**config.mk**
```make
export PLATFORM = sky130hd
export DESIGN_NAME = req_arbiter
export DESIGN_NICKNAME = d
export VERILOG_FILES = /design/src/rtl/req_arbiter.sv
export SDC_FILE = /design/constraint.sdc
export NUM_CORES = 1
export LEC_CHECK = 0
export BUFFER_PORTS_ARGS = -buffer_cell sky130_fd_sc_hd__buf_2
export CAP_MARGIN = 25
export CORE_ASPECT_RATIO = 0.8
export CORE_UTILIZATION = 54
export CTS_CLUSTER_DIAMETER = 80
export DETAILED_ROUTE_END_ITERATION = 10
export PLACE_DENSITY = 0.81
export SLEW_MARGIN = 20
export SYNTH_ARGS = -nofsm -noshare
export SYNTH_HDL_FRONTEND = slang
export SYNTH_SLANG_ARGS = --single-unit
```
**constraint.sdc**
```tcl
create_clock -name clk -period 4.2 [get_ports clk]
set_clock_uncertainty 0.1 [all_clocks]
set_input_delay 0.63 -clock clk [delete_from_list [all_inputs] [get_ports clk]]
set_output_delay 0.63 -clock clk [all_outputs]
set_load 0.01 [all_outputs]
```
**src/rtl/req_arbiter.sv**
```systemverilog
// -----------------------------------------------------------------------------
// req_arbiter
//
// Eight-way (parameterisable) request arbiter for a shared downstream resource.
// Selects a winner in round-robin or fixed-priority mode. The grant is held
// while the owner keeps requesting. A hold counter forces re-arbitration once
// one owner has held the grant for MAX_HOLD consecutive cycles. All outputs are
// registered, so there is no combinational path from req to gnt.
//
// Parameters
//   N         number of requesters (power of two, >= 2)
//   IDW       index width, log2(N)
//   MAX_HOLD  maximum consecutive owned cycles (>= 2)
//
// Ports
//   clk        in   1     rising-edge clock
//   rst_n      in   1     asynchronous active-low reset
//   req        in   N     level-sensitive request vector, bit i = requester i
//   mode       in   1     0 = round-robin, 1 = fixed priority (highest index)
//   gnt        out  N     registered one-hot grant, zero when nothing granted
//   gnt_id     out  IDW   index of current owner, valid while gnt_valid = 1
//   gnt_valid  out  1     OR-reduction of gnt
//   timeout    out  1     one-cycle pulse when a hold-limit pre-emption lands
// -----------------------------------------------------------------------------
module req_arbiter #(
    parameter int N        = 8,
    parameter int IDW      = 3,
    parameter int MAX_HOLD = 16
) (
    input  logic           clk,
    input  logic           rst_n,
    input  logic [N-1:0]   req,
    input  logic           mode,
    output logic [N-1:0]   gnt,
    output logic [IDW-1:0] gnt_id,
    output logic           gnt_valid,
    output logic           timeout
);

    localparam int CW = $clog2(MAX_HOLD);

    typedef enum logic {
        IDLE,
        OWNED
    } state_t;

    state_t         state, state_nx;
    logic [IDW-1:0] last, last_nx;
    logic [CW-1:0]  hold_cnt, hold_cnt_nx;
    logic [N-1:0]   gnt_nx;
    logic [IDW-1:0] gnt_id_nx;
    logic           gnt_valid_nx;
    logic           timeout_nx;

    logic           owner_req;
    logic           release_ev;
    logic           hold_hit;
    logic [N-1:0]   cand;
    logic           rr_found, fp_found, win_found;
    logic [IDW-1:0] rr_idx, fp_idx, win_idx;

    // Arbitration event decode and winner search.
    always_comb begin : search
        logic [IDW-1:0] idx;
        owner_req  = req[gnt_id];
        release_ev = (state == OWNED) && !owner_req;
        // Release wins over timeout: hold_hit requires the owner still requesting.
        hold_hit   = (state == OWNED) && owner_req && (hold_cnt == CW'(MAX_HOLD - 1));

        // On a timeout the owner is masked so another requester gets a turn.
        cand = req;
        if (hold_hit) cand[gnt_id] = 1'b0;

        // Round-robin: scan upward from last+1; the index arithmetic wraps
        // naturally because N is a power of two. i = N lands back on last.
        rr_found = 1'b0;
        rr_idx   = '0;
        idx      = '0;
        for (int i = 1; i <= N; i++) begin
            idx = last + IDW'(i);
            if (!rr_found && cand[idx]) begin
                rr_found = 1'b1;
                rr_idx   = idx;
            end
        end

        // Fixed priority: ascending scan, so the last hit is the highest index.
        fp_found = 1'b0;
        fp_idx   = '0;
        for (int i = 0; i < N; i++) begin
            if (cand[i]) begin
                fp_found = 1'b1;
                fp_idx   = IDW'(i);
            end
        end

        win_found = mode ? fp_found : rr_found;
        win_idx   = mode ? fp_idx   : rr_idx;
    end

    // Next-state and next-output logic.
    always_comb begin : next_state
        // NOTE: every variable gets a default here, so no path can leave one
        // unassigned and infer a latch.
        state_nx     = state;
        last_nx      = last;
        hold_cnt_nx  = hold_cnt;
        gnt_nx       = gnt;
        gnt_id_nx    = gnt_id;
        gnt_valid_nx = gnt_valid;
        timeout_nx   = 1'b0;

        unique case (state)
            IDLE: begin
                if (win_found) begin
                    state_nx         = OWNED;
                    gnt_nx           = '0;
                    gnt_nx[win_idx]  = 1'b1;
                    gnt_id_nx        = win_idx;
                    gnt_valid_nx     = 1'b1;
                    last_nx          = win_idx;
                    hold_cnt_nx      = '0;
                end
            end

            OWNED: begin
                if (release_ev || hold_hit) begin
                    timeout_nx = hold_hit;
                    if (win_found) begin
                        // Handover on the same edge: no idle bubble.
                        gnt_nx          = '0;
                        gnt_nx[win_idx] = 1'b1;
                        gnt_id_nx       = win_idx;
                        gnt_valid_nx    = 1'b1;
                        last_nx         = win_idx;
                        hold_cnt_nx     = '0;
                    end else if (hold_hit) begin
                        // Nobody else waiting: re-grant the owner, restart the count.
                        last_nx     = gnt_id;
                        hold_cnt_nx = '0;
                    end else begin
                        state_nx     = IDLE;
                        gnt_nx       = '0;
                        gnt_valid_nx = 1'b0;
                        hold_cnt_nx  = '0;
                    end
                end else begin
                    hold_cnt_nx = hold_cnt + CW'(1);
                end
            end

            default: state_nx = IDLE;
        endcase
    end

    // NOTE: sequential state uses non-blocking assignments so every register
    // samples the pre-edge values, independent of statement order.
    always_ff @(posedge clk or negedge rst_n) begin
        if (!rst_n) begin
            state     <= IDLE;
            last      <= IDW'(N - 1);
            hold_cnt  <= '0;
            gnt       <= '0;
            gnt_id    <= '0;
            gnt_valid <= 1'b0;
            timeout   <= 1'b0;
        end else begin
            state     <= state_nx;
            last      <= last_nx;
            hold_cnt  <= hold_cnt_nx;
            gnt       <= gnt_nx;
            gnt_id    <= gnt_id_nx;
            gnt_valid <= gnt_valid_nx;
            timeout   <= timeout_nx;
        end
    end

endmodule

```
==> metrics.csv, run 1 <==
metric;value;unit
worst r2r dst;gnt[5];
average size of a mapped cell;8.20;sq um
unrepaired setup endpoints after global routing;false;
IO Count;24;
die area;4550;sq um
outcome;finished, final reports clean;
Yosys reg bits;21;
pwr dens;900;nW/um^2
GRT overflow;0;
Fill cells;356;
Final Cycle Share;95.5;%
ANT cells;0;
Seq pwr share;15.7;%
Cell Count, Final, Fillers Out;372;
Mapped Nets;296;
CTS Buf Count;3;
H-tree depth;1;
PostCTS Resize Cnt;0;
# placed instances;368;
slowest stage delay, CP;0.54;ns
starting density of the core;58.5;%
CTS Hold Bufs;0;
Hold Fails Final Rpt;0;
GRT Total Usage;32.4;%
largest cells by area after synthesis;dfrtp_1, mux4_2, nand2_1;
Async SR Flop Fraction;100;%
# rows;20;
Core ar.;3950;sq um
kind of critical path;reg -> reg;
setup TNS;0;ns
Worst-Skew Late Latency;0.26;ns
CTS sink cnt;21;
area of the multi-input gates;1700;sq um
Placement Setup Slack;0.0367;ns
DRT antenna net count;0;
Power Total;2.39;mW
Data arrival, critical path;4.07;ns
clock network fraction of design power;5.4;%
Synth warnings;0;
post-synthesis cell area;2310;sq um
Area Growth Syn to Fin;14.7;%
routed length per instance;18.9;um
DP HPWL;5470;um
synth unique cells;66;
Internal;1.10;mW
Slowest cell on crit path;mux4_2;
CTS clock-pin slew for the worst setup and hold paths;0.08;ns
DRC Markers;0;
Synth Flop Type;dfrtp_1;
worst vdd ir;0.488;mV
Synth top area share;19.5;%
vias per cell;6.94;
worst path bufs/invs;1;
port buffer count;23;
switching portion of total power;54.1;%
register area;529;sq um
final wirelength;7030;um
# Max-Cap Violations;0;
worst min-delay path category;in -> async;
cells after synthesis;282;
worst hold margin;0.210;ns
DRT iter0 DRCs;244;
CTS root buf;clkbuf_8;
nets@finish;332;
Fmax;0.249;GHz
Worst Setup Slack, final;0.190;ns
Slew Limit Fails;0;
WP data required;4.26;ns
GPL Wtd Cong;1.01;
Worst Path Max Fanout;7;
Die X;75.2;um
Tmin final;4.01;ns
Seq/Total Area, Yosys;22.9;%
CTS tree;yes;
worst-margin pin slew;0.595;ns
Largest delay share family, worst path;simple AND/OR/NAND/NOR gates;
Synth area leader;dfrtp_1;
clk buf depth;2;
CP Launch Type;flip-flop;
largest net degree at the start of global routing;22;
layout cells sized above 1;23.7;%
setup violators final;0;
Die H;60.5;um
leakage;1.08;nW
first-pass GRT wire length;11000;um
Sw Pwr;1.29;mW
critical path endpoint category;flip-flop;
Post-synth EDFFs;0;
crit-path cells;ha_1 -> nand3_1 -> buf_4 -> nor3_1 -> o21a_2 -> o32ai_1 -> mux4_2 -> or3_4 -> or4_4 -> o21ai_2 -> a31oi_1 -> o31ai_1;
initial antenna violation count;0;
via count;2583;
worst r2r src;hold_cnt[0];
total setup buffers inserted after CTS;0;
flop-to-flop setup slack;0.19;ns
slew margin rel.;60.4;%
DR pass1 iterations;5;
Combinational Power Share;78.8;%
vias in the first global route;2234;
R2R depth;12;
-- worst max path at each step --
stage                      from  endpoint  slack [ns]  depth (start not counted)
global placement         req[1]    gnt[0]        0.12                         11
floorplan               last[1]    gnt[1]        0.21                         11
CTS                   gnt_id[2]    gnt[5]        0.13                         10
global route        hold_cnt[0]    gnt[5]       0.001                         12
detailed placement       req[1]    gnt[5]        0.04                         11
finish              hold_cnt[0]    gnt[5]        0.19                         12
-- metrics by stage --
| stage | util (%) | area (sq um) |
|---|---|---|
| floorplan | - | 2310 |
| global placement | 65.5 | 2590 |
| detailed placement | 65.5 | 2590 |
| CTS | 66.7 | 2640 |
| global route | 67.1 | 2650 |
| finish | 67.1 | 2650 |
-- cells in the mapped netlist, types with 2 or more instances --
| master | count |
|---|---|
| and2_1 | 3 |
| mux4_2 | 9 |
| o22ai_1 | 5 |
| a31oi_1 | 3 |
| nand4_1 | 4 |
| a211oi_1 | 3 |
| a32o_2 | 2 |
| o211ai_1 | 3 |
| clkbuf_1 | 9 |
| nor2_1 | 19 |
| nand2b_1 | 5 |
| o32ai_1 | 2 |
| xnor2_1 | 2 |
| dfstp_2 | 3 |
| dfrtp_1 | 18 |
| o32a_1 | 2 |
| a22oi_1 | 4 |
| o21a_1 | 5 |
| mux2i_1 | 9 |
| o22ai_2 | 2 |
| a32oi_1 | 5 |
| o21ai_2 | 2 |
| o221ai_1 | 2 |
| a21oi_1 | 8 |
| o21bai_1 | 2 |
| nand2_1 | 41 |
| o21ai_0 | 15 |
| clkinv_1 | 2 |
| a21o_1 | 3 |
| a221oi_1 | 2 |
| ha_1 | 3 |
| nor2b_1 | 5 |
| nand3_1 | 9 |
| inv_1 | 8 |
| o21ai_1 | 5 |
| o31ai_1 | 9 |
| o22a_1 | 2 |
| o2111a_1 | 2 |
| a32o_1 | 5 |
| buf_4 | 2 |
| nor3_1 | 13 |
-- power groups by stage --
| stage | clock network, mW | registers (mW) | logic, mW |
|---|---|---|---|
| floorplan | 0 | 0.350 | 1.32 |
| global placement | 0 | 0.373 | 1.77 |
| detailed placement | 0 | 0.376 | 1.80 |
| CTS | 0.131 | 0.373 | 1.82 |
| global route | 0.142 | 0.386 | 2.03 |
| finish | 0.130 | 0.376 | 1.88 |
-- worst reg2reg max path: stages (launching register included) --
cell     delay [ns]
dfrtp_1        0.38
ha_1           0.20
nand3_1        0.22
buf_4          0.24
nor3_1         0.29
o21a_2         0.24
o32ai_1        0.11
mux4_2         0.55
or3_4          0.44
or4_4          0.53
o21ai_2        0.20
a31oi_1        0.12
o31ai_1        0.29
-- placed cells by master (no fill, tap or decap), drive strengths merged, types with 3 or more instances in the layout --
cell	Yosys	routed
buf	4	44
nand2	41	41
o21ai	22	22
nor2	19	19
dfrtp	18	18
nor3	14	14
mux2i	9	9
nand3	9	9
mux4	9	9
o31ai	9	9
inv	8	8
a21oi	8	8
o22ai	7	7
a32o	7	7
o21a	6	6
nand2b	5	5
nor2b	5	5
a32oi	5	5
nand4	4	4
a22oi	4	4
and2	3	3
a21o	3	3
a211oi	3	3
o211ai	3	3
a31oi	3	3
ha	3	3
clkbuf	9	3
dfstp	3	3
clkinv	2	3
-- flip-flops by register name (all words and copies together) (netlist names) --
signal / cells
hold_cnt: 4
state: 1
last: 3
gnt_id: 3
gnt_valid: 1
gnt: 8
timeout: 1
-- logic make-up after synthesis --
| group | after synthesis | share of synthesized area (%) |
|---|---|---|
| DFF | 21 | 22.9 |
| adders and majority gates | 3 | 1.62 |
| buffers and inverters | 23 | 4.38 |
| xor gates and xnor gates | 3 | 1.14 |
| and+or+nand+nor | 111 | 23.6 |
| muxes | 19 | 13.1 |
| AOI/OAI and AO/OA | 102 | 33.2 |
-- area by class of cell --
type / instances / share of cell area (%)
clock buffer: 3 / 1.56
clock inverter: 1 / 0.189
inverter: 10 / 1.42
multi-input combinational: 238 / 64.0
sequential: 21 / 20.0
tap: 55 / 2.60
timing repair buffer: 44 / 10.3
-- metal layers --
metal	part of all wire, %	vias to the layer above	GRT usage (%)
li1	-	1181	-
met1	43	1227	46.7
met2	44	163	51.0
met3	11	12	7.48
met4	1.2	0	5.56
met5	0	-	0
Power figures use the tool's default switching activity.
==> run 2, diff against run 1 <==
--- a/config.mk
+++ b/config.mk
@@ -8,10 +8,11 @@
 export BUFFER_PORTS_ARGS = -buffer_cell sky130_fd_sc_hd__buf_2
 export CAP_MARGIN = 25
 export CORE_ASPECT_RATIO = 0.8
-export CORE_UTILIZATION = 54
+export CORE_UTILIZATION = 45
+export CTS_BUF_LIST = sky130_fd_sc_hd__clkbuf_8
 export CTS_CLUSTER_DIAMETER = 80
 export DETAILED_ROUTE_END_ITERATION = 10
-export PLACE_DENSITY = 0.81
+export PLACE_DENSITY = 0.7
 export SLEW_MARGIN = 20
 export SYNTH_ARGS = -nofsm -noshare
 export SYNTH_HDL_FRONTEND = slang
==> run 2 against run 1 <==
  * Clock power about the same
  * Largest cell class unchanged
  * Cell count up 2.4%
  * Register-to-register slack better by 0.02 ns
  * Setup slack better by 0.016 ns
  * Global-route usage down 6.3 points
  * Die area up 19%
  * Non-clock buffer count up 4
  * Flip-flop and latch count unchanged
  * Via count down 1.7%
  * Routed wire length down 4.2%
  * Fmax up 0.41%
  * Final area up 1.2%
  * Critical path type unchanged
==> metrics.csv, run 2 (synthesis gave the netlist of run 1 again) <==
metric;value;unit;change
outcome;finished, final reports clean;;
DRC Markers;0;;unchanged
CP Launch Type;flip-flop;;
Hold Fails Final Rpt;0;;unchanged
Worst Setup SP;gnt_id[2];;
CTS root buf;clkbuf_8;;
most common cell after layout, fill and taps aside;nand2_1;;
Final Cycle Share;95.1;%;-0.39 points
pwr dens;885;nW/um^2;-1.7%
DR pass1 iterations;4;;-1
CTS clock-pin slew for the worst setup and hold paths;0.07;ns;about the same
DP HPWL;5380;um;-1.7%
leakage;1.10;nW;+1.9%
Final Instance Area;2680;sq um;+1.2%
GPL Wtd Cong;0.969;;-4.3%
CTS sink cnt;21;;unchanged
Core ar.;4760;sq um;+20%
starting density of the core;48.6;%;-9.9 points
Area Growth Syn to Fin;16.1;%;
commonest non-fill, non-tap cells in the layout;nand2_1, buf_4, buf_2;;
routed length per instance;17.7;um;-6.4%
unrepaired setup endpoints after global routing;false;;
port buffer count;23;;unchanged
DRT antenna net count;0;;unchanged
IO Count;24;;unchanged
WP data required;4.26;ns;about the same
die area;5430;sq um;+19%
max reg flops;8;;unchanged
Top reg by flops;gnt;;
Die H;66.1;um;+9.2%
setup violators final;0;;unchanged
# Max-Cap Violations;0;;unchanged
first-pass GRT wire length;10800;um;-2.1%
Largest regs;gnt: 8 flops, hold_cnt: 4 flops;;
clk buf depth;2;;unchanged
# placed instances;377;;+2.4%
slew margin rel.;60.5;%;+0.17 points
kind of critical path;reg -> reg;;
CTS Buf Count;3;;unchanged
CTS tree;yes;;
Die X;82.1;um;+9.3%
nets@finish;336;;+1.2%
worst min-delay path category;in -> async;;
DRT iter0 DRCs;203;;-17%
via count;2538;;-1.7%
largest net degree at the start of global routing;22;;unchanged
Fill cells;443;;+24%
Slew Limit Fails;0;;unchanged
Data arrival, critical path;4.05;ns;-0.02 ns
critical path endpoint category;flip-flop;;
GRT Total Usage;26.2;%;-6.3 points
Worst Setup Slack, final;0.207;ns;+0.0165 ns
Fmax;0.250;GHz;+0.41%
setup TNS;0;ns;unchanged
layout cells sized above 1;24.6;%;+0.95 points
initial antenna violation count;0;;unchanged
Worst-Skew Late Latency;0.26;ns;about the same
GRT overflow;0;;unchanged
Placement Setup Slack;0.0380;ns;+0.00139 ns
ANT cells;0;;unchanged
Cell Count, Final, Fillers Out;381;;+2.4%
H-tree depth;1;;unchanged
final wirelength;6740;um;-4.2%
Tmin final;3.99;ns;-0.0165 ns
vias per cell;6.66;;-4.1%
worst r2r src;gnt_id[2];;
# rows;22;;+10%
Worst Path Max Fanout;11;;+4
worst vdd ir;0.494;mV;+1.4%
vias in the first global route;2194;;-1.8%
worst-margin pin slew;0.592;ns;-0.00249 ns
Post-DP Area;2630;sq um;+1.4%
-- run 2: cell types whose count changed in the layout (fill, tap and decap cells not counted), sizes merged --
cell and change:
clkinv -1, buf +4, inv +1
-- run 2: worst paths after layout --
check | endpoint | slack (ns) | depth (start not counted)
setup / recovery | gnt[0] | 0.21 | 10
max in group asynchronous | last[1] | 3.44 | 1
setup reg to reg | gnt[0] | 0.21 | 10
min in group clk | gnt_valid | 0.38 | 2
hold reg to reg | gnt_valid | 0.38 | 2
hold / removal | gnt[4] | 0.21 | 1
-- run 2: per-layer routing --
metal / global-route usage, % / up-vias / part of all wire, %
li1: - / 1190 / -
met1: 38.3 / 1217 / 48
met2: 39.0 / 119 / 42
met5: 0 / - / 0
met4: 6.14 / 0 / 1.7
met3: 5.10 / 12 / 8.3
-- run 2: through the flow --
stage / total power, mW / hold slack [ns] / util (%)
global route: 2.54 / 0.252 / 56.4
detailed placement: 2.18 / 0.365 / 55.1
global placement: 2.21 / 0.355 / 55.1
CTS: 2.33 / 0.223 / 56.1
finish: 2.37 / 0.214 / 56.4
floorplan: 1.68 / 0.234 / -
-- run 2: report_power, final --
group	total [mW]	internal (mW)	switching, mW
Sequential	0.381	0.286	0.0953
Clock	0.128	0.0651	0.0632
Combinational	1.86	0.761	1.10
-- run 2: repair_timing --
item                       4_1_cts  5_1_grt
hold buffers                     0        0
resized for setup                0        2
setup endpoints to repair        0        6
buffers inserted                 0        0
-- run 2: area by class of cell --
cell class | count | area [sq um] | share of cell area (%)
Tap cell | 60 | 75.1 | 2.80
Timing Repair Buffer | 48 | 303 | 11.3
Multi-Input combinational cell | 238 | 1690 | 63.1
Clock buffer | 3 | 41.3 | 1.54
Clock inverter | 1 | 3.75 | 0.140
Sequential cell | 21 | 529 | 19.7
Inverter | 10 | 37.5 | 1.40
-- run 2: critical path, stage by stage (launching register included) --
cell and delay [ns]:
dfrtp_1 0.47, nand2b_1 0.23, o22ai_2 0.39, o21ai_1 0.25, a32o_2 0.35, mux4_2 0.52
or3_4 0.44, or4_4 0.53, o21ai_2 0.19, a31oi_1 0.12, o31ai_1 0.29
